<file path="src/rtl/apb_pkg.sv">
// Shared types and constants for the APB register-bank slave and its helpers.
package apb_pkg;

    typedef enum logic {
        ST_IDLE,
        ST_ACCESS
    } apb_slv_state_t;

    localparam int          APB_WORD_BYTES        = 4;
    localparam logic [31:0] APB_DEFAULT_BASE_ADDR = 32'h0000_A000;

endpackage

</file>
<file path="src/rtl/apb_wait_ctr.sv">
// Access-phase wait-state counter: loaded at setup, counts down to zero and holds there.
module apb_wait_ctr #(
    parameter int WAIT_CYCLES = 0
) (
    input  logic clk_i,
    input  logic rst_i,
    input  logic load_i,
    input  logic dec_i,
    output logic done_o
);

    localparam int CNT_W = (WAIT_CYCLES > 0) ? $clog2(WAIT_CYCLES + 1) : 1;
    localparam logic [CNT_W-1:0] LOAD_VAL = CNT_W'(WAIT_CYCLES);

    logic [CNT_W-1:0] cnt_q;
    logic [CNT_W-1:0] cnt_d;

    // Saturates at zero so a stalled access phase cannot wrap the count.
    always_comb begin
        cnt_d = cnt_q;
        if (load_i) begin
            cnt_d = LOAD_VAL;
        end else if (dec_i && (cnt_q != '0)) begin
            cnt_d = cnt_q - CNT_W'(1);
        end
    end

    always_ff @(posedge clk_i or posedge rst_i) begin
        if (rst_i) begin
            cnt_q <= '0;
        end else begin
            cnt_q <= cnt_d;
        end
    end

    assign done_o = (cnt_q == '0);

endmodule

</file>
<file path="src/rtl/apb_regbank_slave.sv">
// APB slave holding NUM_REGS word registers with byte strobes, wait states,
// read-only status slots and PSLVERR for bad addresses or writes to status slots.
module apb_regbank_slave
    import apb_pkg::*;
#(
    parameter int                   DATA_W      = 32,
    parameter int                   ADDR_W      = 32,
    parameter int                   NUM_REGS    = 8,
    parameter logic [ADDR_W-1:0]    BASE_ADDR   = ADDR_W'(APB_DEFAULT_BASE_ADDR),
    parameter int                   WAIT_CYCLES = 0,
    parameter logic [NUM_REGS-1:0]  RO_MASK     = '0
) (
    input  logic                         pclk,
    input  logic                         preset,
    input  logic                         psel,
    input  logic                         penable,
    input  logic [ADDR_W-1:0]            paddr,
    input  logic                         pwrite,
    input  logic [DATA_W-1:0]            pwdata,
    input  logic [DATA_W/8-1:0]          pstrb,
    output logic [DATA_W-1:0]            prdata,
    output logic                         pready,
    output logic                         pslverr,
    input  logic [NUM_REGS*DATA_W-1:0]   ro_data_i,
    output logic [NUM_REGS*DATA_W-1:0]   reg_o
);

    localparam int STRB_W = DATA_W / 8;
    localparam int IDX_W  = (NUM_REGS > 1) ? $clog2(NUM_REGS) : 1;
    localparam logic [ADDR_W-1:0] SPAN = ADDR_W'(APB_WORD_BYTES * NUM_REGS);

    apb_slv_state_t    state_q;
    logic [IDX_W-1:0]  idx_q;
    logic              err_q;
    logic              wr_q;
    logic [DATA_W-1:0] regs_q [NUM_REGS];

    logic [ADDR_W-1:0] off;
    logic              in_range;
    logic [IDX_W-1:0]  idx_d;
    logic              err_d;
    logic              access;
    logic              cnt_done;
    logic              commit;
    logic [DATA_W-1:0] wdata_d;
    logic [DATA_W-1:0] rd_word;

    // Decode of the setup-phase address; the subtraction is only trusted once
    // paddr >= BASE_ADDR, so a wrapped offset can never look in range.
    always_comb begin
        off      = paddr - BASE_ADDR;
        in_range = (paddr >= BASE_ADDR) && (off < SPAN);
        idx_d    = off[IDX_W+1:2];
        err_d    = (paddr[1:0] != 2'b00) || !in_range ||
                   (pwrite && RO_MASK[idx_d]);
    end

    apb_wait_ctr #(
        .WAIT_CYCLES (WAIT_CYCLES)
    ) u_wait_ctr (
        .clk_i  (pclk),
        .rst_i  (preset),
        .load_i ((state_q == ST_IDLE) && psel),
        .dec_i  (access),
        .done_o (cnt_done)
    );

    assign access  = (state_q == ST_ACCESS);
    assign pready  = access && psel && penable && cnt_done;
    assign pslverr = pready && err_q;
    assign commit  = pready && wr_q && !err_q;

    always_ff @(posedge pclk or posedge preset) begin
        if (preset) begin
            state_q <= ST_IDLE;
            idx_q   <= '0;
            err_q   <= 1'b0;
            wr_q    <= 1'b0;
        end else begin
            case (state_q)
                ST_IDLE: begin
                    if (psel) begin
                        state_q <= ST_ACCESS;
                        idx_q   <= idx_d;
                        err_q   <= err_d;
                        wr_q    <= pwrite;
                    end
                end
                ST_ACCESS: begin
                    if (!psel || pready) begin
                        state_q <= ST_IDLE;
                    end
                end
                default: state_q <= ST_IDLE;
            endcase
        end
    end

    always_comb begin
        wdata_d = regs_q[idx_q];
        for (int k = 0; k < STRB_W; k++) begin
            if (pstrb[k]) begin
                wdata_d[8*k +: 8] = pwdata[8*k +: 8];
            end
        end
    end

    always_ff @(posedge pclk or posedge preset) begin
        if (preset) begin
            for (int i = 0; i < NUM_REGS; i++) begin
                regs_q[i] <= '0;
            end
        end else if (commit) begin
            regs_q[idx_q] <= wdata_d;
        end
    end

    // Status slots are read live from core logic in the completing cycle.
    always_comb begin
        if (RO_MASK[idx_q]) begin
            rd_word = ro_data_i[int'(idx_q)*DATA_W +: DATA_W];
        end else begin
            rd_word = regs_q[idx_q];
        end
        prdata = (pready && !wr_q && !err_q) ? rd_word : '0;
    end

    for (genvar i = 0; i < NUM_REGS; i++) begin : g_reg_out
        assign reg_o[i*DATA_W +: DATA_W] = RO_MASK[i] ? '0 : regs_q[i];
    end

endmodule
</file>
<file path="config.mk">
export PLATFORM = sky130hd
export DESIGN_NAME = apb_regbank_slave
export DESIGN_NICKNAME = d
export VERILOG_FILES = /design/src/rtl/apb_pkg.sv /design/src/rtl/apb_wait_ctr.sv /design/src/rtl/apb_regbank_slave.sv
export SDC_FILE = /design/constraint.sdc
export NUM_CORES = 1
export LEC_CHECK = 0
export BUFFER_PORTS_ARGS = -buffer_cell sky130_fd_sc_hd__buf_2
export CORE_AREA = 2 2 243 245
export CTS_CLUSTER_DIAMETER = 30
export DETAILED_ROUTE_END_ITERATION = 16
export DIE_AREA = 0 0 245 247
export PLACE_DENSITY_LB_ADDON = 0.1
export SETUP_SLACK_MARGIN = 0.4
export SYNTH_ARGS = -nofsm -noshare
export SYNTH_HDL_FRONTEND = slang
export SYNTH_SLANG_ARGS = --single-unit
</file>
<file path="constraint.sdc">
create_clock -name pclk -period 21.7 [get_ports pclk]
set_input_delay 4.34 -clock pclk [delete_from_list [all_inputs] [get_ports pclk]]
set_output_delay 4.34 -clock pclk [all_outputs]
set_load 0.02 [all_outputs]
</file>
# Word level (Yosys, flattened, before mapping)

Memory sizes are Yosys's and may differ from the RTL's.
Cells that the tools add are included.
W data, S select, Z words.

Register bits after elaboration: 263
Latch bits: 0
RAM bits: 0
ROM bits: 16
Input bits: 329
Output and inout port bits: 290
Word-level logic and storage cells: 69
Memories: 2

Add/sub/neg operators: 2
Multiply operators: 0
Divide/modulo/power cells: 0
$lt $le $gt $ge: 6
Equal/unequal tests: 0
Shifts and indexed selects: 1
Muxes and demuxes: 19
Bitwise logic cells: 3
Reduce and logical (&&, ||, !) cells: 23

Memory list:

| memory           | depth | width | rd ports | clocked after Yosys merged registers in | write ports | line                     | source |
|---|---|---|---|---|---|---|---|
| (name not given) | 8     | 1     | 1        | 0                                       | 0           | apb_regbank_slave.sv:120 | `if (RO_MASK[idx_q]) begin` |
| (name not given) | 8     | 1     | 1        | 0                                       | 0           | apb_regbank_slave.sv:55  | `(pwrite && RO_MASK[idx_d]);` |

Operator list:

| kind                     | number |
|---|---|
| $bwmux W256              | 1 |
| $shiftx A256 B9 Y32      | 1 |
| $mux W32                 | 5 |
| $bmux W32 S3             | 1 |
| $demux W32 S3            | 1 |
| $ge A32 B16 Y1 const B   | 1 |
| $lt A32 B6 Y1 const B    | 1 |
| $mux W8                  | 4 |
| $sub A32 B16 Y32 const B | 1 |
| $logic_and A1 B1 Y1      | 13 |
| $lt A3 B4 Y1 const B     | 2 |
| $mux W1                  | 6 |
| $ge A4 B4 Y1 const B     | 1 |
| $logic_not A1 Y1         | 4 |
| $lt A4 B1 Y1 const B     | 1 |
| $not A3 Y4               | 1 |
| $reduce_bool A2 Y1       | 2 |
| $logic_or A1 B1 Y1       | 3 |
| $not A1 Y1               | 2 |
| $pmux W1 S2              | 1 |
| $reduce_and A2 Y1        | 1 |
| $sub A1 B1 Y1 const B    | 1 |

# Depth between registers and ports, before layout

Word-level depth: 6
Gate-level depth with buffers: 9

# By module

From an unflattened synthesis, not the netlist that was laid out.

Cell total of the unflattened synthesis: 1002
Area total of the unflattened synthesis: 12697.2 um^2

Modules (own cells, without submodules):

| module            | instances | cells each | area each (um^2) | seq. area each (um^2) |
|---|---|---|---|---|
| apb_regbank_slave | 1         | 998        | 12652.1          | 6556.3 |
| apb_wait_ctr      | 1         | 4          | 45.0             | 25.0 |

# Least setup slack after synthesis

OpenSTA, ideal clock, no wires.

Path kind: input to output
From: in penable
To: out prdata[28]
Arrival: 5472 ps
Path slack: 11888 ps
Cell stages on the path: 5
Path through: nand4b_1 -> or3_1 -> clkbuf_1 -> clkbuf_1 -> a21oi_1

Word-level cells in the longest chain between the ends: 5

RTL lines:

| element                          | line                     | source |
|---|---|---|
| from (decl)                      | apb_regbank_slave.sv:16  | `input logic penable,` |
| $logic_and A1 B1 Y1 (2 in a row) | apb_regbank_slave.sv:69  | `assign pready = access && psel && penable && cnt_done;` |
| $logic_and A1 B1 Y1 (2 in a row) | apb_regbank_slave.sv:125 | `prdata = (pready && !wr_q && !err_q) ? rd_word : '0;` |
| $mux W32                         | apb_regbank_slave.sv:125 |  |
| to (decl)                        | apb_regbank_slave.sv:21  | `output logic [DATA_W-1:0] prdata,` |

No other way between the ends.

# Worst setup path after layout

From: in psel
To: out prdata[1]

Word-level cells in the longest chain between the ends: 6

RTL lines:

| element                          | line                     | source |
|---|---|---|
| from (decl)                      | apb_regbank_slave.sv:15  | `input logic psel,` |
| $logic_and A1 B1 Y1 (3 in a row) | apb_regbank_slave.sv:69  |  |
| $logic_and A1 B1 Y1 (2 in a row) | apb_regbank_slave.sv:125 |  |
| $mux W32                         | apb_regbank_slave.sv:125 |  |

No other way between the ends.

==> impl_results.md <==
- Final setup fails: 0
- Detailed placement HPWL: 36000 um
- Most frequent cells in the layout: buf_2, dfrtp_1, nand2_1, mux2_2, o21ai_0
- Hold path cells: 1
- Root buffer cell: clkbuf_16
- Initial DRC Count: 455
- IO Port Bufs: 362
- Power after layout: 1910 uW
- Die Wd: 245 um
- Power share of the clock group: 0.665
- Layout cells sized above 1: 0.469
- Seq/Total Area, Yosys: 0.528
- Cell accounting for the most synthesized area: dfrtp_1
- Hold Path Class: reg2reg
- Leak: 0.00920 uW
- WP data required: 17360 ps
- Max clock buf depth: 3
- Flops & latches, synth: 263
- Post-synth top area share: 0.528
- Post-synthesis average cell area: 11.4 um2
- Clock sink count: 263
- Synth Flop Type: dfrtp_1
- Fin nets: 1820
- Outcome: complete, no violations
- IO Count: 619
- Tcrit/Tclk final: 0.486
- Initial antenna violation count: 4
- CTS tree: yes
- GP Congestion: 0.758
- Routed WL: 57800 um
- Syn_nets: 1429
- Ys async rst share: 1.00
- Worst-Skew Late Latency: 620 ps
- Diode count: 0
- CTS Buf Count: 89
- Post-CTS setup buffer count: 0
- Switching Fraction: 0.246
- Crit Path Category: in2out
- Die ar.: 60500 um2
- Worst IR Drop VDD: 0.0555 mV
- Least-Margin Pin Slew: 1230 ps
- Worst-case reg-to-reg path depth: 8
- Synth unique cells: 58
- Final Max Tran Viols: 0
- Fin. Hold Viols: 0
- Rel. slew slack: 0.181
- Hold_buf cts: 0
- Most common cell after layout, fill and taps aside: buf_2
- Fill cells: 6063
- H-tree depth: 3
- Comb pwr share: 0.066
- GR Overflow Total: 0
- Crit path max fanout: 17
- Site Rows: 89
- Setup Skew: 31.4 ps
- Mean routed wirelength per cell: 24.8 um
- Pint: 1440 uW
- Via density: 4.53
- Final setup TNS: 0 ps
- Vias: 10573
- Clk slew on worst S/H paths: 40 ps
- Synth top area cells: dfrtp_1, mux2_2, nand2_1, o21ai_0, mux4_2
- Critical path endpoint category: primary output
- Post-CTS Resized: 0
- Mapped Cells: 1099
- GRT Util Overall: 0.190
- Layout area overhead: 45.0%
- CP Launch Type: primary input
- Power per cell area: 105 nW/um2
- Height of the die: 247 um
- Largest net degree at the start of global routing: 75
- Initial Utilization: 0.214
- Pre-Repair DR Iteration Count: 4
- First-pass GRT wire length: 81500 um
- Crit path DAT: 6210 ps
- Switching power: 469 uW
- Routed Antenna Nets: 0
- Post-synthesis instance area: 12500 um2
- Post-synth EDFFs: 0
- Yosys warnings: 0
- Fin crit period: 10550 ps
- Core ar.: 58200 um2
- RSZ-0062 raised after global routing: false
- Max-cap viol count: 0
- Maximum clock rate: 94.8 MHz
- DRC errors left: 0
- Number of global-route vias before repair: 11036
- Sequential power share: 0.269
flip-flops by register name, summed over array words and instances, names as in the netlist:
name,flops
access,1
err_q,1
idx_q,3
reg_o,256
u_wait_ctr.cnt_q,1
wr_q,1
through the flow:
| step | instances | hold slack, ps | setup slack (ps) | utilization | cell area, um2 |
|---|---|---|---|---|---|
| floorplan | 1099 | 428 | 10120 | - | 12500 |
| detailed placement | 2172 | 461 | 11090 | 0.259 | 15100 |
| finish | 2333 | 461 | 11150 | 0.311 | 18100 |
| global placement | 2172 | 438 | 11120 | 0.259 | 15100 |
| global route | 2333 | 508 | 11010 | 0.311 | 18100 |
| CTS | 2333 | 462 | 11090 | 0.311 | 18100 |
logic make-up after synthesis:
logic type | count (synthesis) | share of synthesized area
buffers and inverters | 89 | 0.0348
XOR/XNOR | 1 | 0.000702
AND/OR/NAND/NOR | 285 | 0.0980
flip-flops | 263 | 0.528
adder cells (fa/ha/maj) | 1 | 0.00100
AO/OA/AOI/OAI | 259 | 0.136
multiplexers | 201 | 0.202
worst max-delay path: stages:
cell	delay (ps)
buf_2	110
nand4b_1	180
or3_2	770
buf_4	370
nor2b_1	190
buf_2	240
power groups by stage:
stage / clock network, uW / registers [uW] / logic [uW]
detailed placement: 0 / 519 / 129
floorplan: 0 / 510 / 72.6
global route: 1330 / 514 / 136
finish: 1270 / 512 / 126
CTS: 1290 / 513 / 130
global placement: 0 / 519 / 130
Yosys cell counts (all sizes together), types with 2 or more instances:
library cell	instances
a221oi	17
nand4b	2
nor3	10
and2	6
buf	39
a22oi	19
dfrtp	263
or4	4
clkbuf	39
a32oi	2
inv	11
a22o	7
mux2i	17
nor2b	12
nand3	5
o21ai	150
nor4	4
and3	3
nand2	174
a221o	12
nor2	53
nor4b	2
o22a	4
nand2b	5
a31oi	13
o2bb2ai	9
mux4	22
a21oi	16
o22ai	4
mux2	162
cell type report:
type	count	area [um2]	area share
Clock inverter	27	407	0.0225
Inverter	11	48.8	0.00270
Sequential cell	263	6590	0.364
Multi-Input combinational cell	747	5530	0.306
Tap cell	773	967	0.0535
Timing Repair Buffer	378	1930	0.107
Clock buffer	134	2620	0.145
path summary, 6_finish.rpt:
kind | startpoint | end | slack [ps]
worst min register to register | access | u_wait_ctr.cnt_q | 460
worst max-delay path | psel | prdata[1] | 11150
min in group asynchronous | preset | reg_o[210] | 3770
max in group asynchronous | preset | idx_q[2] | 15580
worst min-delay path | access | u_wait_ctr.cnt_q | 460
worst max register to register | idx_q[0] | reg_o[112] | 17710
layer usage:
| layer | vias up | global-route usage | wire (um) |
|---|---|---|---|
| met4 | 8 | 0.0608 | 1130 |
| li1 | 4815 | - | - |
| met1 | 5328 | 0.242 | 25300 |
| met3 | 88 | 0.0499 | 3460 |
| met2 | 334 | 0.314 | 27800 |
| met5 | - | 0 | 32 |
No activity file was read; power rests on OpenSTA's default activity.
